File: config.mk
export PLATFORM = sky130hd
export DESIGN_NAME = prod_accumulator_flat
export DESIGN_NICKNAME = d
export VERILOG_FILES = /design/src/rtl/prod_accumulator_pkg.sv /design/src/rtl/prod_accumulator_if.sv /design/src/rtl/prod_accumulator.sv /design/src/flat_wrapper.sv
export SDC_FILE = /design/constraint.sdc
export NUM_CORES = 1
export LEC_CHECK = 0
export ABC_AREA = 1
export CAP_MARGIN = 10
export CORE_AREA = 4 4 81 83
export DETAILED_ROUTE_END_ITERATION = 12
export DIE_AREA = 0 0 85 87
export PLACE_DENSITY = 0.66
export SYNTH_ARGS = -nofsm -noshare
export SYNTH_HDL_FRONTEND = slang
export SYNTH_SLANG_ARGS = --single-unit
File: constraint.sdc
create_clock -name clk -period 4.94 [get_ports clk]
set_input_delay 0.988 -clock clk [delete_from_list [all_inputs] [get_ports clk]]
set_output_delay 0.988 -clock clk [all_outputs]
set_load 0.1 [all_outputs]
File: src/rtl/prod_accumulator_pkg.sv
// Shared types and constants for the product accumulator stage.
// The stage sits downstream of the 4x4 array multiplier.
package prod_accum_pkg;

    localparam int unsigned PROD_W = 8;
    localparam int unsigned TERM_W = 8;

    typedef enum logic [0:0] {
        ACCUM = 1'b0,
        HOLD  = 1'b1
    } state_t;

endpackage

File: src/rtl/prod_accumulator_if.sv
// Input-product and output-sum valid/ready handshakes of the accumulator.
// The slave modport is the accumulator side; the master modport is the producer/consumer side.
interface prod_accumulator_if #(
    parameter int unsigned ACC_W = 12
);
    import prod_accum_pkg::*;

    logic              in_valid;
    logic              in_ready;
    logic [PROD_W-1:0] in_prod;
    logic              out_valid;
    logic              out_ready;
    logic [ACC_W-1:0]  out_sum;

    modport slave (
        input  in_valid, in_prod, out_ready,
        output in_ready, out_valid, out_sum
    );

    modport master (
        output in_valid, in_prod, out_ready,
        input  in_ready, out_valid, out_sum
    );

endinterface

File: src/rtl/prod_accumulator.sv
// Sums batches of N_TERMS multiplier products and holds each finished sum
// on a valid/ready handshake until the consumer takes it.
module prod_accumulator
    import prod_accum_pkg::*;
#(
    parameter int unsigned N_TERMS = 4,
    parameter int unsigned ACC_W   = 12
) (
    input  logic                   clk,
    input  logic                   rst,
    input  logic                   clear,
    prod_accumulator_if.slave      bus,
    output logic [TERM_W-1:0]      term_cnt,
    output logic [7:0]             result_idx,
    output logic                   ovf
);

    if (N_TERMS < 1 || N_TERMS > 255) begin : g_bad_n_terms
        $error("prod_accumulator: N_TERMS must be in 1..255");
    end
    if (ACC_W < PROD_W) begin : g_bad_acc_w
        $error("prod_accumulator: ACC_W must be at least 8");
    end

    state_t           state;
    logic [ACC_W-1:0] acc;
    logic [ACC_W-1:0] sum_q;
    logic [ACC_W:0]   acc_next;
    logic             in_acc;
    logic             out_acc;
    logic             last_term;

    // Handshake outputs are decoded from the state register only.
    assign bus.in_ready  = (state == ACCUM);
    assign bus.out_valid = (state == HOLD);
    assign bus.out_sum   = sum_q;

    assign in_acc    = bus.in_valid && (state == ACCUM);
    assign out_acc   = bus.out_ready && (state == HOLD);
    assign last_term = (term_cnt == TERM_W'(N_TERMS - 1));
    assign acc_next  = {1'b0, acc} + {{(ACC_W + 1 - PROD_W){1'b0}}, bus.in_prod};

    always_ff @(posedge clk) begin
        if (rst) begin
            state      <= ACCUM;
            acc        <= '0;
            term_cnt   <= '0;
            sum_q      <= '0;
            result_idx <= '0;
            ovf        <= 1'b0;
        end else if (clear) begin
            // Held result is discarded; sum_q keeps its last value.
            state    <= ACCUM;
            acc      <= '0;
            term_cnt <= '0;
            ovf      <= 1'b0;
        end else begin
            if (in_acc) begin
                if (acc_next[ACC_W]) begin
                    ovf <= 1'b1;
                end
                if (last_term) begin
                    sum_q    <= acc_next[ACC_W-1:0];
                    acc      <= '0;
                    term_cnt <= '0;
                    state    <= HOLD;
                end else begin
                    acc      <= acc_next[ACC_W-1:0];
                    term_cnt <= term_cnt + 1'b1;
                end
            end
            if (out_acc) begin
                result_idx <= result_idx + 1'b1;
                state      <= ACCUM;
            end
        end
    end

endmodule

File: src/flat_wrapper.sv
// flat-port wrapper written by rule: the top's interface ports become plain ports
module prod_accumulator_flat import prod_accum_pkg::*;
#(
    parameter int unsigned N_TERMS = 4,
    parameter int unsigned ACC_W   = 12
)
  (clk, rst, clear, term_cnt, result_idx, ovf, bus_in_valid, bus_in_prod, bus_out_ready, bus_in_ready, bus_out_valid, bus_out_sum);
  prod_accumulator_if #(.ACC_W(ACC_W)) bus_i ();
  input  logic clk;
  input  logic rst;
  input  logic clear;
  output logic [TERM_W-1:0] term_cnt;
  output logic [7:0] result_idx;
  output logic ovf;
  input wire logic [$bits(bus_i.in_valid)-1:0] bus_in_valid;
  input wire logic [$bits(bus_i.in_prod)-1:0] bus_in_prod;
  input wire logic [$bits(bus_i.out_ready)-1:0] bus_out_ready;
  output wire logic [$bits(bus_i.in_ready)-1:0] bus_in_ready;
  output wire logic [$bits(bus_i.out_valid)-1:0] bus_out_valid;
  output wire logic [$bits(bus_i.out_sum)-1:0] bus_out_sum;
  assign bus_i.in_valid = bus_in_valid;
  assign bus_i.in_prod = bus_in_prod;
  assign bus_i.out_ready = bus_out_ready;
  assign bus_in_ready = bus_i.in_ready;
  assign bus_out_valid = bus_i.out_valid;
  assign bus_out_sum = bus_i.out_sum;
  prod_accumulator #(.N_TERMS(N_TERMS), .ACC_W(ACC_W)) u_core (.clk(clk), .rst(rst), .clear(clear), .bus(bus_i), .term_cnt(term_cnt), .result_idx(result_idx), .ovf(ovf));
endmodule
==> key figures <==
Timing
  – Final Hold Vio Count: 0
  – # setup viols final: 0
  – Clock skew: 0.00475 ns
  – Final period util: 58.0%
  – Max-slew violations: 0
  – Post-route setup TNS: 0 ns
  – Tmin final: 2.86 ns
  – Slew headroom: 33.2%
  – Worst-Margin Slew: 0.998 ns
  – FMAX: 0.349 GHz
  – RSZ-0062 raised after global routing: false

Clocking
  – CTS tree: yes
  – CTS sink cnt: 42
  – Hold_buf cts: 0
  – Post-CTS sizing: 0
  – H-tree Lvls: 2
  – Post-CTS Setup Inserts: 0
  – Num CTS Buffers: 5
  – Root Driver: clkbuf_8
  – Worst-path clk slew: 0.08 ns
  – Worst-skew pair later-pin latency: 0.29 ns
  – CTS Buffer Depth: 2

Critical path
  – Crit start category: register
  – Family with the most delay on the worst path: buffers and inverters
  – CP max stage cell: clkdlybuf4s50_1
  – R2R Setup Slk: 3.05 ns
  – Reg2reg start: u_core.acc[0]
  – Worst r2r dst: u_core.acc[6]
  – Worst reg2reg path depth: 11
  – Critical path fanouts, max: 5
  – Critical path cell sequence: clkdlybuf4s50_1
  – Setup CP Type: reg2out
  – Crit. Startpoint: u_core.term_cnt[0]
  – Worst setup EP type: output pin
  – Max incr delay on CP: 1.17 ns
  – WP data required: 3.95 ns
  – Crit path buf inv count: 1
  – WP data arrival: 1.88 ns
  – CP Depth: 1

Die
  – Die extent in x: 85 um
  – Cell row count: 28
  – Die ar.: 7400 um2
  – Die Height: 87 um
  – Top Ports: 44
  – Core outline area: 5850 um2
  – Initial Util: 38.7%

GRT
  – M1 GR Usage: 18.3%
  – Vias in the first global route: 2103
  – Global-route wire length before repair: 8.92 mm
  – Met2 usage: 25.6%
  – GRT overflow: 0
  – Largest net degree at the start of global routing: 18
  – Antenna violations before repair: 0
  – All-layer global routing usage: 14.7%
  – GRT busiest layer: met2
  – Met3 Track Usage GR: 2.84%

Cells and area
  – Area Overhead vs Synth: 25.7%
  – Nets: 395
  – Fraction of layout cells with a size suffix above 1: 7.53%
  – Ant. Diodes: 0
  – Fillers: 591
  – Post-layout util: 48.6%
  – Post-route cell area: 2840 um2

Min path
  – Worst hold path class: reg2reg
  – Hold Crit Depth: 2
  – Hold Startpoint: u_core.ovf
  – Hold EP: u_core.ovf

Run status
  – Status: completed

Drt
  – Avg WL per Cell: 11.6 um
  – Total number of vias: 2153
  – Detailed Route WL: 5.17 mm
  – DR pass1 iterations: 4
  – DRT antenna net count: 0
  – Initial drt markers: 78
  – Residual DRC count: 0
  – Vias per Instance: 4.82

Synth
  – Register area share after synthesis: 37.2%
  – Most common cell in the synthesized netlist: nand2_1
  – Number of library cell types mapped by synthesis: 35
  – Synth top cells by count: nand2_1, dfxtp_1, inv_1
  – Multiplexer share of the synthesized area: 0%
  – Cells after Synth: 326
  – Synth Flop Type: dfxtp_1
  – Synthesized Nets: 350
  – Top cell type's share of synthesized area: 37.2%
  – XOR/XNOR Fraction of Synth Area: 2.71%
  – Cell area after synthesis: 2260 um2
  – Top cells by area, synth: dfxtp_1, nand2_1, inv_1
  – Post-synthesis compound-gate area fraction: 10.8%
  – Synthesized-area fraction occupied by and/or/nand/nor cells: 33.4%
  – Syn_area_per_cell: 6.94 um2
  – Largest family of logic cells by synthesized area: simple AND/OR/NAND/NOR gates
  – Register bit count reported by yosys: 42
  – Number of synthesized flops with an enable pin: 0
  – Synth async-reset ratio: 0%
  – Yosys Warn Count: 0
  – Synth area leader: dfxtp_1
  – Synth Area in Adders: 6.42%

Flow run
  – Max Cap Violations: 0

Placed design
  – Post-DP HPWL: 3.97 mm
  – Area of placed instances: 2760 um2
  – Port Buffer Count: 43
  – Final Wtd Congestion: 0.912

Power
  – Peak supply drop: 0.000124 V
  – Leak Pwr: 0.00121 uW
  – Pwr Total: 636 uW
  – Power per cell area: 224 nW/um2
==> cells in the final DEF (no fill, tap or decap), types with 2 or more instances in the layout <==
cell / synthesis / layout
o21a_1: 3 / 3
nor3_1: 3 / 3
nor3b_1: 2 / 2
nand3_1: 19 / 19
ha_1: 10 / 10
nand3_2: 2 / 2
clkdlybuf4s50_1: 0 / 43
xor2_1: 6 / 6
a21oi_1: 24 / 24
clkbuf_8: 0 / 5
nand2_2: 2 / 2
nor2_1: 36 / 36
inv_1: 40 / 40
inv_2: 7 / 7
nor3_2: 3 / 3
dfxtp_1: 42 / 42
o21ai_0: 8 / 8
nand4_1: 5 / 5
nand2_1: 89 / 89
o21ai_1: 5 / 5
nor2_2: 2 / 2
==> logic make-up after synthesis <==
group           Yosys count
xor+xnor                  7
compound gates           45
buf+inv                  54
flops                    42
simple gates            167
fa+ha+maj                11
==> where the power goes <==
part / leakage, uW / switching (uW) / internal (uW)
sequential: 0.000339 / 2.59 / 342
clock: 0.0000452 / 119 / 99.8
combinational: 0.000823 / 46.4 / 26.8
total: 0.00121 / 168 / 468
==> final cells by class <==
| cell class | count | area, um2 | area share [%] |
|---|---|---|---|
| multi-input combinational | 230 | 1210 | 42.4 |
| sequential | 42 | 841 | 29.6 |
| timing repair buffer | 43 | 430 | 15.1 |
| inverter | 49 | 186 | 6.56 |
| tap | 75 | 93.8 | 3.30 |
| clock buffer | 6 | 72.6 | 2.55 |
| clock inverter | 2 | 13.8 | 0.484 |
==> flip-flops by register name, summed over array words and instances (netlist names) <==
register,cells
u_core.term_cnt,8
u_core.bus.out_valid,1
u_core.ovf,1
u_core.bus.out_sum,12
u_core.acc,12
u_core.result_idx,8
==> worst max path at each step <==
stage	slack, ns	endpoint
2_1_floorplan	2.51	bus_in_ready
3_3_place_gp	1.98	u_core.acc[6]
3_5_place_dp	1.94	u_core.acc[6]
4_1_cts	2.05	term_cnt[0]
5_1_grt	2.03	term_cnt[0]
6_report	2.08	term_cnt[0]
==> metrics by stage <==
| step | setup WS, ns | std cells | hold slack (ns) |
|---|---|---|---|
| floorplan | 2.51 | 326 | 0.449 |
| finish | 2.08 | 447 | 0.460 |
| detailed placement | 1.94 | 439 | 0.451 |
| global placement | 1.98 | 439 | 0.440 |
| CTS | 2.05 | 447 | 0.468 |
| global route | 2.03 | 447 | 0.485 |
==> routing by layer <==
metal / part of all wire, % / routed length [um] / vias to the layer above
met4: 1.3 / 68 / 0
met5: 0 / 0 / -
met3: 4.0 / 205 / 6
met2: 47 / 2410 / 48
li1: - / - / 1125
met1: 48 / 2480 / 974
(Power assumes the default switching activity.)
==> patch (same settings) <==
Register the output `term_cnt` once more; this adds one clock of latency there. The other outputs are not delayed to match.
--- a/src/rtl/prod_accumulator.sv
+++ b/src/rtl/prod_accumulator.sv
@@ -14,6 +14,8 @@
     output logic [7:0]             result_idx,
     output logic                   ovf
 );
+
+    logic [TERM_W-1:0] term_cnt_s0;
 
     if (N_TERMS < 1 || N_TERMS > 255) begin : g_bad_n_terms
         $error("prod_accumulator: N_TERMS must be in 1..255");
@@ -37,14 +39,14 @@
 
     assign in_acc    = bus.in_valid && (state == ACCUM);
     assign out_acc   = bus.out_ready && (state == HOLD);
-    assign last_term = (term_cnt == TERM_W'(N_TERMS - 1));
+    assign last_term = (term_cnt_s0 == TERM_W'(N_TERMS - 1));
     assign acc_next  = {1'b0, acc} + {{(ACC_W + 1 - PROD_W){1'b0}}, bus.in_prod};
 
     always_ff @(posedge clk) begin
         if (rst) begin
             state      <= ACCUM;
             acc        <= '0;
-            term_cnt   <= '0;
+            term_cnt_s0 <= '0;
             sum_q      <= '0;
             result_idx <= '0;
             ovf        <= 1'b0;
@@ -52,7 +54,7 @@
             // Held result is discarded; sum_q keeps its last value.
             state    <= ACCUM;
             acc      <= '0;
-            term_cnt <= '0;
+            term_cnt_s0 <= '0;
             ovf      <= 1'b0;
         end else begin
             if (in_acc) begin
@@ -62,11 +64,11 @@
                 if (last_term) begin
                     sum_q    <= acc_next[ACC_W-1:0];
                     acc      <= '0;
-                    term_cnt <= '0;
+                    term_cnt_s0 <= '0;
                     state    <= HOLD;
                 end else begin
                     acc      <= acc_next[ACC_W-1:0];
-                    term_cnt <= term_cnt + 1'b1;
+                    term_cnt_s0 <= term_cnt_s0 + 1'b1;
                 end
             end
             if (out_acc) begin
@@ -76,5 +78,9 @@
         end
     end
 
+    always_ff @(posedge clk) begin
+        term_cnt <= term_cnt_s0;
+    end
+
 endmodule
 
Check against the original RTL: not equivalent (Yosys sat finds a counterexample within 4 cycles, from zero or initial values and one cycle with rst high).
==> patch against the unedited design <==
Worst setup slack improved by 0.0059 ns. Power rose by 22%. Area after synthesis rose by 6.0%. Routed wire length rose by 0.95%. Cell area rose by 5.7%. Highest routed layer unchanged. Sequential cell count rose by 8. Hold slack got worse by 0.073 ns. Global-route usage rose by 0.48 points.
==> patch: results (changes against the unedited design) <==
[run_status]
status = completed

[pwr]
switching_share_pct = 24.4  ; -1.9 points
vdd_drop_max_mv = 0.149  ; +20%
leakage_uw = 0.00130  ; +7.8%

[logic_synthesis]
synth_top_area_share_pct = 41.7  ; +4.6 points
synth_fp_nets = 349  ; -0.29%
synthTopCellsByArea = dfxtp_1 (42%), nand2_1 (13%), nor2_1 (5.8%), ha_1 (5.2%), inv_1 (5.0%)
yosysSeqAreaShare_pct = 41.7  ; +4.6 points
synth_common_cells = nand2_1 (84), dfxtp_1 (50), nor2_1 (37)
synthDistinctLibCells = 32  ; -8.6%

[clocking]
cts_made_buffers = 5  ; unchanged
ctsRootBufferMaster = clkbuf_8
clk_latency_ns = 0.31  ; +0.02 ns

[layout]
fillers = 561  ; -5.1%
fin_nets = 394  ; -0.25%
drive_gt1_share_pct = 7.82  ; +0.29 points

[route]
drt_iter0_drc = 80  ; +2.6%
wl_per_cell_um = 11.7  ; +1.2%
vias_per_cell = 4.84  ; +0.41%

[min_path]
min_from = u_core.term_cnt_s0[4]

[placement]
pre_cts_slack_ns = 1.92  ; -0.0192 ns
hpwl_um = 3950  ; -0.45%
routabilityCongestion = 0.901  ; -1.1%

[worst_setup_path]
critPathLaunch = u_core.bus.out_valid
crit_path_max_incr_delay_ns = 1.13  ; -0.04 ns
path_max_fanout = 3  ; -2

[sta]
clock_skew_ns = 0.00587  ; +0.00113 ns
worst_slew_pin_slew_ns = 0.986  ; -0.0119 ns

[global_route]
grt_pass1_vias = 2066  ; -1.8%
grt_pass1_wl_um = 9050  ; +1.5%
grt_start_max_net_pins = 19  ; +1

## patch: logic make-up after synthesis
group | count (synthesis) | share of synthesized area (%)
xor gates and xnor gates | 7 | 2.56
buffers and inverters | 44 | 7.30
AOI/OAI and AO/OA | 47 | 10.9
and+or+nand+nor | 166 | 31.5
adders and majority gates | 11 | 6.05
DFF | 50 | 41.7
## patch: cell type report
cell class	count	area (um2)	area share, %
clock buffer	5	68.8	2.29
clock inverter	3	43.8	1.46
inverter	39	146	4.87
multi-input combinational	231	1220	40.7
sequential	50	1000	33.3
tap	75	93.8	3.12
timing repair buffer	43	430	14.3
## patch: path summary, 6_finish.rpt
check                            end  slack (ns)  cells after the start
hold reg to reg   u_core.term_cnt[4]        0.39                      0
setup reg to reg       u_core.acc[6]        3.04                      9
hold / removal    u_core.term_cnt[4]        0.39                      0
setup / recovery        bus_in_ready        2.08                      2
## patch: routing by layer
metal	share of wire [%]	vias up	track usage (%)
li1	-	1138	-
met5	0	-	0
met3	4.7	14	3.60
met2	48	48	26.4
met4	2.7	0	6.47
met1	45	957	17.8
## patch: stage by stage
step	instances	total power, uW	cell area (um2)	hold WS, ns
final	446	775	3010	0.387
after global routing	446	813	3010	0.401
after CTS	446	786	3010	0.390
after detailed placement	438	491	2890	0.376
after global placement	438	491	2890	0.371
after floorplan	325	466	2400	0.363
## patch: power by group through the flow
| stage | logic [uW] | clock network (uW) | registers, uW |
|---|---|---|---|
| after global routing | 81.0 | 322 | 410 |
| final | 72.2 | 293 | 409 |
| after global placement | 72.5 | 0 | 419 |
| after floorplan | 43.5 | 0 | 423 |
| after CTS | 73.0 | 304 | 409 |
| after detailed placement | 72.5 | 0 | 419 |
